--- src/rtl/counter_cmd_pkg.sv ---
// Shared definitions for the counter command front end.
// Command encoding follows the counter's priority order: a larger code wins.
package counter_cmd_pkg;

  typedef enum logic [1:0] {
    CMD_NONE  = 2'd0,
    CMD_CLEAR = 2'd1,
    CMD_INC   = 2'd2,
    CMD_LOAD  = 2'd3
  } cmd_t;

  // Debounce counter width: must hold 0 .. cycles-1, never narrower than one bit.
  function automatic int unsigned cnt_width(input int unsigned cycles);
    if (cycles <= 2) return 1;
    return $clog2(cycles);
  endfunction

endpackage

--- src/rtl/counter_cmd_ctrl_btn_debounce.sv ---
// One push-button channel: 2-flop synchronizer, debounce counter and
// rising-edge detect. The rise pulse is registered on the same edge that
// sets db, so the command stage sees it one cycle after db changes.
module btn_debounce
  import counter_cmd_pkg::*;
#(
  parameter int unsigned DEBOUNCE_CYCLES = 4
) (
  input  logic clock,
  input  logic reset,
  input  logic raw,
  output logic db,
  output logic rise
);

  localparam int unsigned    CW       = cnt_width(DEBOUNCE_CYCLES);
  localparam logic [CW-1:0]  CNT_LAST = CW'(DEBOUNCE_CYCLES - 1);

  logic          sync1;
  logic          sync2;
  logic [CW-1:0] cnt;

  // Synchronize raw input, then require CNT_LAST+1 consecutive mismatching
  // samples before db follows; any agreement restarts the count.
  always_ff @(posedge clock) begin
    if (reset) begin
      sync1 <= 1'b0;
      sync2 <= 1'b0;
      cnt   <= '0;
      db    <= 1'b0;
      rise  <= 1'b0;
    end else begin
      sync1 <= raw;
      sync2 <= sync1;
      rise  <= 1'b0;
      if (sync2 != db) begin
        if (cnt == CNT_LAST) begin
          db   <= sync2;
          cnt  <= '0;
          rise <= sync2;
        end else begin
          cnt <= cnt + 1'b1;
        end
      end else begin
        cnt <= '0;
      end
    end
  end

endmodule

--- src/rtl/counter_cmd_ctrl.sv ---
// Counter command front end: debounces three buttons, synchronizes the
// switch bank and issues at most one registered command pulse per clock in
// the counter's priority order (load > inc > clear).
// Build option: define COUNTER_CMD_AUTO_REPEAT_EN to enable auto-repeat of
// inc while the inc button stays held. Without it the repeat timer is held
// in reset and folds away, leaving one inc per press.
module counter_cmd_ctrl
  import counter_cmd_pkg::*;
#(
  parameter int unsigned DEBOUNCE_CYCLES = 4,
  parameter int unsigned HOLD_CYCLES     = 16,
  parameter int unsigned REPEAT_CYCLES   = 8
) (
  input  logic       clock,
  input  logic       reset,
  input  logic       btn_inc,
  input  logic       btn_load,
  input  logic       btn_clr,
  input  logic [3:0] sw,
  output logic       inc,
  output logic       load,
  output logic       clear,
  output logic [3:0] load_val,
  output logic       cmd_drop
);

`ifdef COUNTER_CMD_AUTO_REPEAT_EN
  localparam bit AUTO_REPEAT = 1'b1;
`else
  localparam bit AUTO_REPEAT = 1'b0;
`endif

  localparam logic [15:0] HOLD_RELOAD   = 16'(HOLD_CYCLES - 1);
  localparam logic [15:0] REPEAT_RELOAD = 16'(REPEAT_CYCLES - 1);

  logic       db_inc, db_load, db_clr;
  logic       rise_inc, rise_load, rise_clr;
  logic [3:0] sw_s1, sw_s2;
  logic       rep_active;
  logic [15:0] rep_timer;
  logic       rep_req;
  logic       inc_req, load_req, clr_req;
  cmd_t       win;
  logic       drop;
  logic       unused_db;

  btn_debounce #(.DEBOUNCE_CYCLES(DEBOUNCE_CYCLES)) u_db_inc (
    .clock (clock),
    .reset (reset),
    .raw   (btn_inc),
    .db    (db_inc),
    .rise  (rise_inc)
  );

  btn_debounce #(.DEBOUNCE_CYCLES(DEBOUNCE_CYCLES)) u_db_load (
    .clock (clock),
    .reset (reset),
    .raw   (btn_load),
    .db    (db_load),
    .rise  (rise_load)
  );

  btn_debounce #(.DEBOUNCE_CYCLES(DEBOUNCE_CYCLES)) u_db_clr (
    .clock (clock),
    .reset (reset),
    .raw   (btn_clr),
    .db    (db_clr),
    .rise  (rise_clr)
  );

  // Only the inc level matters (for repeat); the others exist for debug taps.
  assign unused_db = db_load ^ db_clr;

  // Per-bit 2-flop synchronizer for the switch bank.
  always_ff @(posedge clock) begin
    if (reset) begin
      sw_s1 <= '0;
      sw_s2 <= '0;
    end else begin
      sw_s1 <= sw;
      sw_s2 <= sw_s1;
    end
  end

  // Repeat timer: armed by the initial inc request, first fires after the
  // hold delay, then every repeat period; dropped the moment db_inc falls.
  always_ff @(posedge clock) begin
    if (reset || !db_inc || !AUTO_REPEAT) begin
      rep_active <= 1'b0;
      rep_timer  <= '0;
    end else if (rise_inc) begin
      rep_active <= 1'b1;
      rep_timer  <= HOLD_RELOAD;
    end else if (rep_active) begin
      if (rep_timer == '0) rep_timer <= REPEAT_RELOAD;
      else                 rep_timer <= rep_timer - 1'b1;
    end
  end

  assign rep_req  = rep_active && db_inc && (rep_timer == '0);
  assign inc_req  = rise_inc || rep_req;
  assign load_req = rise_load;
  assign clr_req  = rise_clr;

  // Fixed-priority pick of a single winner; any other live request is lost.
  always_comb begin
    win = CMD_NONE;
    if (load_req)     win = CMD_LOAD;
    else if (inc_req) win = CMD_INC;
    else if (clr_req) win = CMD_CLEAR;
    drop = (load_req && (inc_req || clr_req)) || (inc_req && clr_req);
  end

  // Registered command outputs; load_val captures the switches only on load.
  always_ff @(posedge clock) begin
    if (reset) begin
      inc      <= 1'b0;
      load     <= 1'b0;
      clear    <= 1'b0;
      cmd_drop <= 1'b0;
      load_val <= '0;
    end else begin
      inc      <= (win == CMD_INC);
      load     <= (win == CMD_LOAD);
      clear    <= (win == CMD_CLEAR);
      cmd_drop <= drop;
      if (win == CMD_LOAD) load_val <= sw_s2;
    end
  end

endmodule

--- config.mk ---
export PLATFORM = sky130hd
export DESIGN_NAME = counter_cmd_ctrl
export DESIGN_NICKNAME = d
export VERILOG_FILES = /design/src/rtl/counter_cmd_pkg.sv /design/src/rtl/counter_cmd_ctrl_btn_debounce.sv /design/src/rtl/counter_cmd_ctrl.sv
export SDC_FILE = /design/constraint.sdc
export NUM_CORES = 1
export LEC_CHECK = 0
export CORE_MARGIN = 2
export CORE_UTILIZATION = 50
export DETAILED_ROUTE_END_ITERATION = 10
export GPL_ROUTABILITY_DRIVEN = 0
export PLACE_DENSITY = 0.75
export SLEW_MARGIN = 30
export SYNTH_ARGS = -nofsm -noshare
export SYNTH_HDL_FRONTEND = slang
export SYNTH_SLANG_ARGS = --single-unit
--- constraint.sdc ---
create_clock -name clock -period 1.5 [get_ports clock]
set_clock_uncertainty 0.2 [all_clocks]
set_input_delay 0.375 -clock clock [delete_from_list [all_inputs] [get_ports clock]]
set_output_delay 0.375 -clock clock [all_outputs]
set_load 0.03 [all_outputs]
# Word-level counts from Yosys, hierarchy flattened
# Cells that the tools add are included.
# W data, S select, Z words.
dict set report word_totals {
  ff_bits 34
  input_bits 9
  output_inout_bits 8
  elab_cells 56
}
dict set report classes {
  add_sub_neg 3
  n_eq_ne 9
  mux 3
  bitwise_logic 6
  n_reduce_logical 13
}
# operator count
set op_table {}
lappend op_table {{$reduce_or A3 Y1} 6}
lappend op_table {{$eq A2 B2 Y1 const B} 5}
lappend op_table {{$add A2 B1 Y2 const B} 3}
lappend op_table {{$not A1 Y1} 6}
lappend op_table {{$reduce_and A2 Y1} 3}
lappend op_table {{$mux W2} 2}
lappend op_table {{$ne A1 B1 Y1} 3}
lappend op_table {{$eq A2 B1 Y1 const B} 1}
lappend op_table {{$logic_and A1 B1 Y1} 2}
lappend op_table {{$logic_or A1 B1 Y1} 2}
lappend op_table {{$mux W1} 1}

# Logic depth before layout (Yosys ltp)
dict set report logic_depth {
  ltp_word 4
  mapped_depth 3
  ltp_nobuf 3
}

# Hierarchy
# Synthesis repeated with hierarchy kept, for this count alone.
dict set report hier_totals {
  hier_cells 85
  area_unflattened_um2 1114.8
}
# mod instances cells_per_inst area_each_um2 seq_area_each_um2
set modules_own_cells {}
lappend modules_own_cells {btn_debounce 3 15 201.4 120.1}
lappend modules_own_cells {counter_cmd_ctrl 1 40 510.5 320.3}

# Least setup slack after synthesis
# No wires, ideal clock.
dict set report synth_timing {
  path_type {reg2reg}
  start {reg u_db_clr.cnt[0]}
  end {reg u_db_clr.db}
  setup_ps 118
  arrival_ps 788
  t_required_ps 1182
  setup_slack_ps 394
  path_stages_with_launch 4
  path_buffers 0
  period_less_slack_ps 1106
  cell_sequence {dfxtp_1 > ha_1 > mux2i_1 > nor2_1}
}
dict set report synth_via {
  elab_chain_cells 2
}
# element line_no
set synth_rtl {}
lappend synth_rtl {{start, declared} counter_cmd_ctrl_btn_debounce.sv:21} ;# logic [CW-1:0] cnt;
lappend synth_rtl {{start signal, assigned} counter_cmd_ctrl_btn_debounce.sv:42} ;# cnt <= cnt + 1'b1;
lappend synth_rtl {{$eq A2 B2 Y1} counter_cmd_ctrl_btn_debounce.sv:37} ;# if (cnt == CNT_LAST) begin
lappend synth_rtl {{$reduce_and A2 Y1 (no source line)} -}
lappend synth_rtl {{end signal, assigned} counter_cmd_ctrl_btn_debounce.sv:38} ;# db <= sync2;
lappend synth_rtl {{end, declared} counter_cmd_ctrl_btn_debounce.sv:12} ;# output logic db,
# No other way between the ends.
# A chain may end at the register's enable or synchronous reset.

# Worst setup path in the final report
dict set report layout_timing {
  start {reg load_val[2]}
  end {out load_val[2]}
}
# element line_no
set layout_lines {}
lappend layout_lines {{start, declared} counter_cmd_ctrl.sv:23} ;# output logic [3:0] load_val,
lappend layout_lines {{start signal, assigned} counter_cmd_ctrl.sv:127} ;# if (win == CMD_LOAD) load_val <= sw_s2;
# No word-level cell between the ends.

==> impl_metrics.env <==
export IMPL_status="finished, final reports clean"
export IMPL_root_buffer="clkbuf_4"
export IMPL_place_area_um2=1296
export IMPL_slew_headroom_pct=76.08
export IMPL_synth_avg_cell_area_um2=12.87
export IMPL_drtIter0Drc=5
export IMPL_path_class="register to output port"
export IMPL_async_flop_share_pct=0
export IMPL_die_height_um=51.33
export IMPL_ant_nets=0
export IMPL_crit_slowest_cell="dfxtp_1"
export IMPL_fmax_mhz=715.9
export IMPL_muxShareOfSynthArea_pct=6.257
export IMPL_finalInstanceArea_um2=1356
export IMPL_syn_inst=87
export IMPL_core_area_um2=2170
export IMPL_grt_antenna_before_repair=0
export IMPL_tightest_slew_ns=0.3584
export IMPL_finalCritPeriodShare_pct=93.12
export IMPL_utilization_pct=62.51
export IMPL_cp_start_kind="register"
export IMPL_tritoncts="yes"
export IMPL_synth_cell_types=16
export IMPL_synthSimpleGateAreaFrac_pct=23.80
export IMPL_endpoint_kind="output port"
export IMPL_grt_usage_pct=14.21
export IMPL_clk_pin_slew_ns=0.09
export IMPL_clock_latency_ns=0.32
export IMPL_io_pins=17
export IMPL_hold_viol=0
export IMPL_yosys_area_share_xor_xnor_pct=2.346
export IMPL_synth_compound_area_share_pct=0.8939
export IMPL_syn_to_final_growth_pct=21.12
export IMPL_gr_total_overflow=0
export IMPL_synthAdderAreaFrac_pct=3.352
export IMPL_synth_area_um2=1120
export IMPL_numCtsBuffers=5
export IMPL_finalSetupViolCount=0
export IMPL_fillers=180
export IMPL_synth_largest_area_cell="dfxtp_1"
export IMPL_fp_row_count=17
export IMPL_yosysMostFrequentCell="dfxtp_1"
export IMPL_initial_core_util_pct=51.61
export IMPL_cts_hold_buffers=0
export IMPL_wl_mm=1.455
export IMPL_powerDensity_nw_per_um2=1101
export IMPL_crit_fanout=2
export IMPL_grt_pass1_vias=612
export IMPL_final_instance_count_excl_fill=139
export IMPL_final_net_count=122
export IMPL_io_buffers=16
export IMPL_synthTopCellsByArea="dfxtp_1 61%, nor2b_1 8.4%, mux2i_1 6.3%"
export IMPL_fin_crit_ns=1.397
export IMPL_ctsResizeCount=0
export IMPL_synth_nets=99
export IMPL_ir_drop_uv=780.1
export IMPL_synthFlopType="dfxtp_1"
export IMPL_yosysSeqAreaShare_pct=60.78
export IMPL_grt_max_degree=14
export IMPL_grt_pass1_wl_mm=2.573
export IMPL_synth_top_family_by_area="simple AND/OR/NAND/NOR gates"
export IMPL_crit_arrival_ns=0.82
export IMPL_via_count=652
export IMPL_ys_warn_count=0
export IMPL_register_area_um2=680.7
export IMPL_crit_family="flip-flops"
export IMPL_drc=0
export IMPL_cap_violations=0
export IMPL_antenna_cells=0
export IMPL_clock_path_buffers=2
export IMPL_crit_buf_inv=1
export IMPL_post_cts_buffers=0
export IMPL_viasPerCell=4.691
export IMPL_first_pass_iters=4
export IMPL_drv_slew=0
export IMPL_p_leak_nw=0.5201
export IMPL_hp_class="register to register"
export IMPL_ys_ff_latch=34
export IMPL_critical_path_max_stage_delay_ns=0.34
export IMPL_crit_required_ns=0.92
export IMPL_synth_edf_count=0
export IMPL_fin_tns_setup_ns=0
export IMPL_drive_above_1_share_pct=26.13
export IMPL_wl_per_cell_um=10.47
export IMPL_rsz0062_at_grt="no"
export IMPL_multiInputGateArea_um2=410.4
export IMPL_htree_levels=2
export IMPL_dpl_cell_count=131
export IMPL_netlist_area_leader_share_pct=60.78
export IMPL_cts_sinks=34
export IMPL_dp_hpwl_mm=1.048
export IMPL_cp_cell_sequence="buf_4"
export IMPL_dieArea_um2=2634
export IMPL_die_width_um=51.33
export IMPL_p_total_mw=1.494
export IMPL_synth_common_cells="34 x dfxtp_1, 15 x nor2b_1, 7 x mux2i_1, 7 x nor2_1, 4 x nor4b_2"
final cells by class:
type	instances	area share [%]
clock buffer	7	4.059
clock inverter	1	0.3690
multi-input combinational	49	30.26
sequential	34	50.18
tap	28	2.583
timing repair buffer	20	12.55
metal layers:
| layer | GRT usage, % | part of all wire, % | routed length, um | up-vias |
|---|---|---|---|---|
| met2 | 20.56 | 45 | 653 | 17 |
| li1 | - | - | - | 341 |
| met4 | 11.84 | 3.3 | 48 | 0 |
| met3 | 6.140 | 6.1 | 89 | 5 |
| met1 | 15.99 | 46 | 663 | 289 |
| met5 | 0 | 0 | 0 | - |
path summary, 6_finish.rpt:
kind              depth (start not counted)                   endpoint  slack, ns                         from
hold reg to reg                           1        sw_s2[2]$_SDFF_PP0_       0.25          sw_s1[2]$_SDFF_PP0_
hold / removal                            1        sw_s2[2]$_SDFF_PP0_       0.25          sw_s1[2]$_SDFF_PP0_
setup reg to reg                          3  u_db_load.db$_SDFFE_PP0P_       0.32  u_db_load.cnt[0]$_SDFF_PP0_
setup / recovery                          1                load_val[2]       0.10     load_val[2]$_SDFFE_PP0N_
logic make-up after synthesis:
group	count (synthesis)
compound gates	2
fa+ha+maj	3
simple gates	34
mux	7
flops	34
xor+xnor	3
buf+inv	4
through the flow:
stage	setup WS (ns)	hold slack (ns)
2_1_floorplan	0.3940	0.2138
3_3_place_gp	-0.1242	0.2211
3_5_place_dp	-0.1708	0.2264
4_1_cts	0.07978	0.2469
5_1_grt	0.04473	0.2574
6_report	0.1032	0.2455
report_power, final:
group | internal (mW) | switching (mW)
logic | 0.0396 | 0.0243
clock network | 0.227 | 0.274
registers | 0.922 | 0.00732
placed cells by master, fill, tap and decap left out:
master           count
clkdlybuf4s50_1      8
nor2_1               7
nor4_2               3
nor4b_2              4
clkbuf_4             5
clkinv_2             1
nor2b_1             15
dfxtp_1             34
nor3b_1              1
clkbuf_8             1
o21ai_0              1
clkbuf_1             1
xnor2_1              3
nand2_1              1
a21oi_1              1
ha_1                 3
mux2i_1              7
and4bb_2             3
buf_4               12
registers in the layout, summed over array words and instances (netlist names), 2 cells and up:
signal and cells:
u_db_inc.cnt 2, sw_s2 4, u_db_load.cnt 2, sw_s1 4, load_val 4, u_db_clr.cnt 2
No activity file was read; power rests on OpenSTA's default activity.
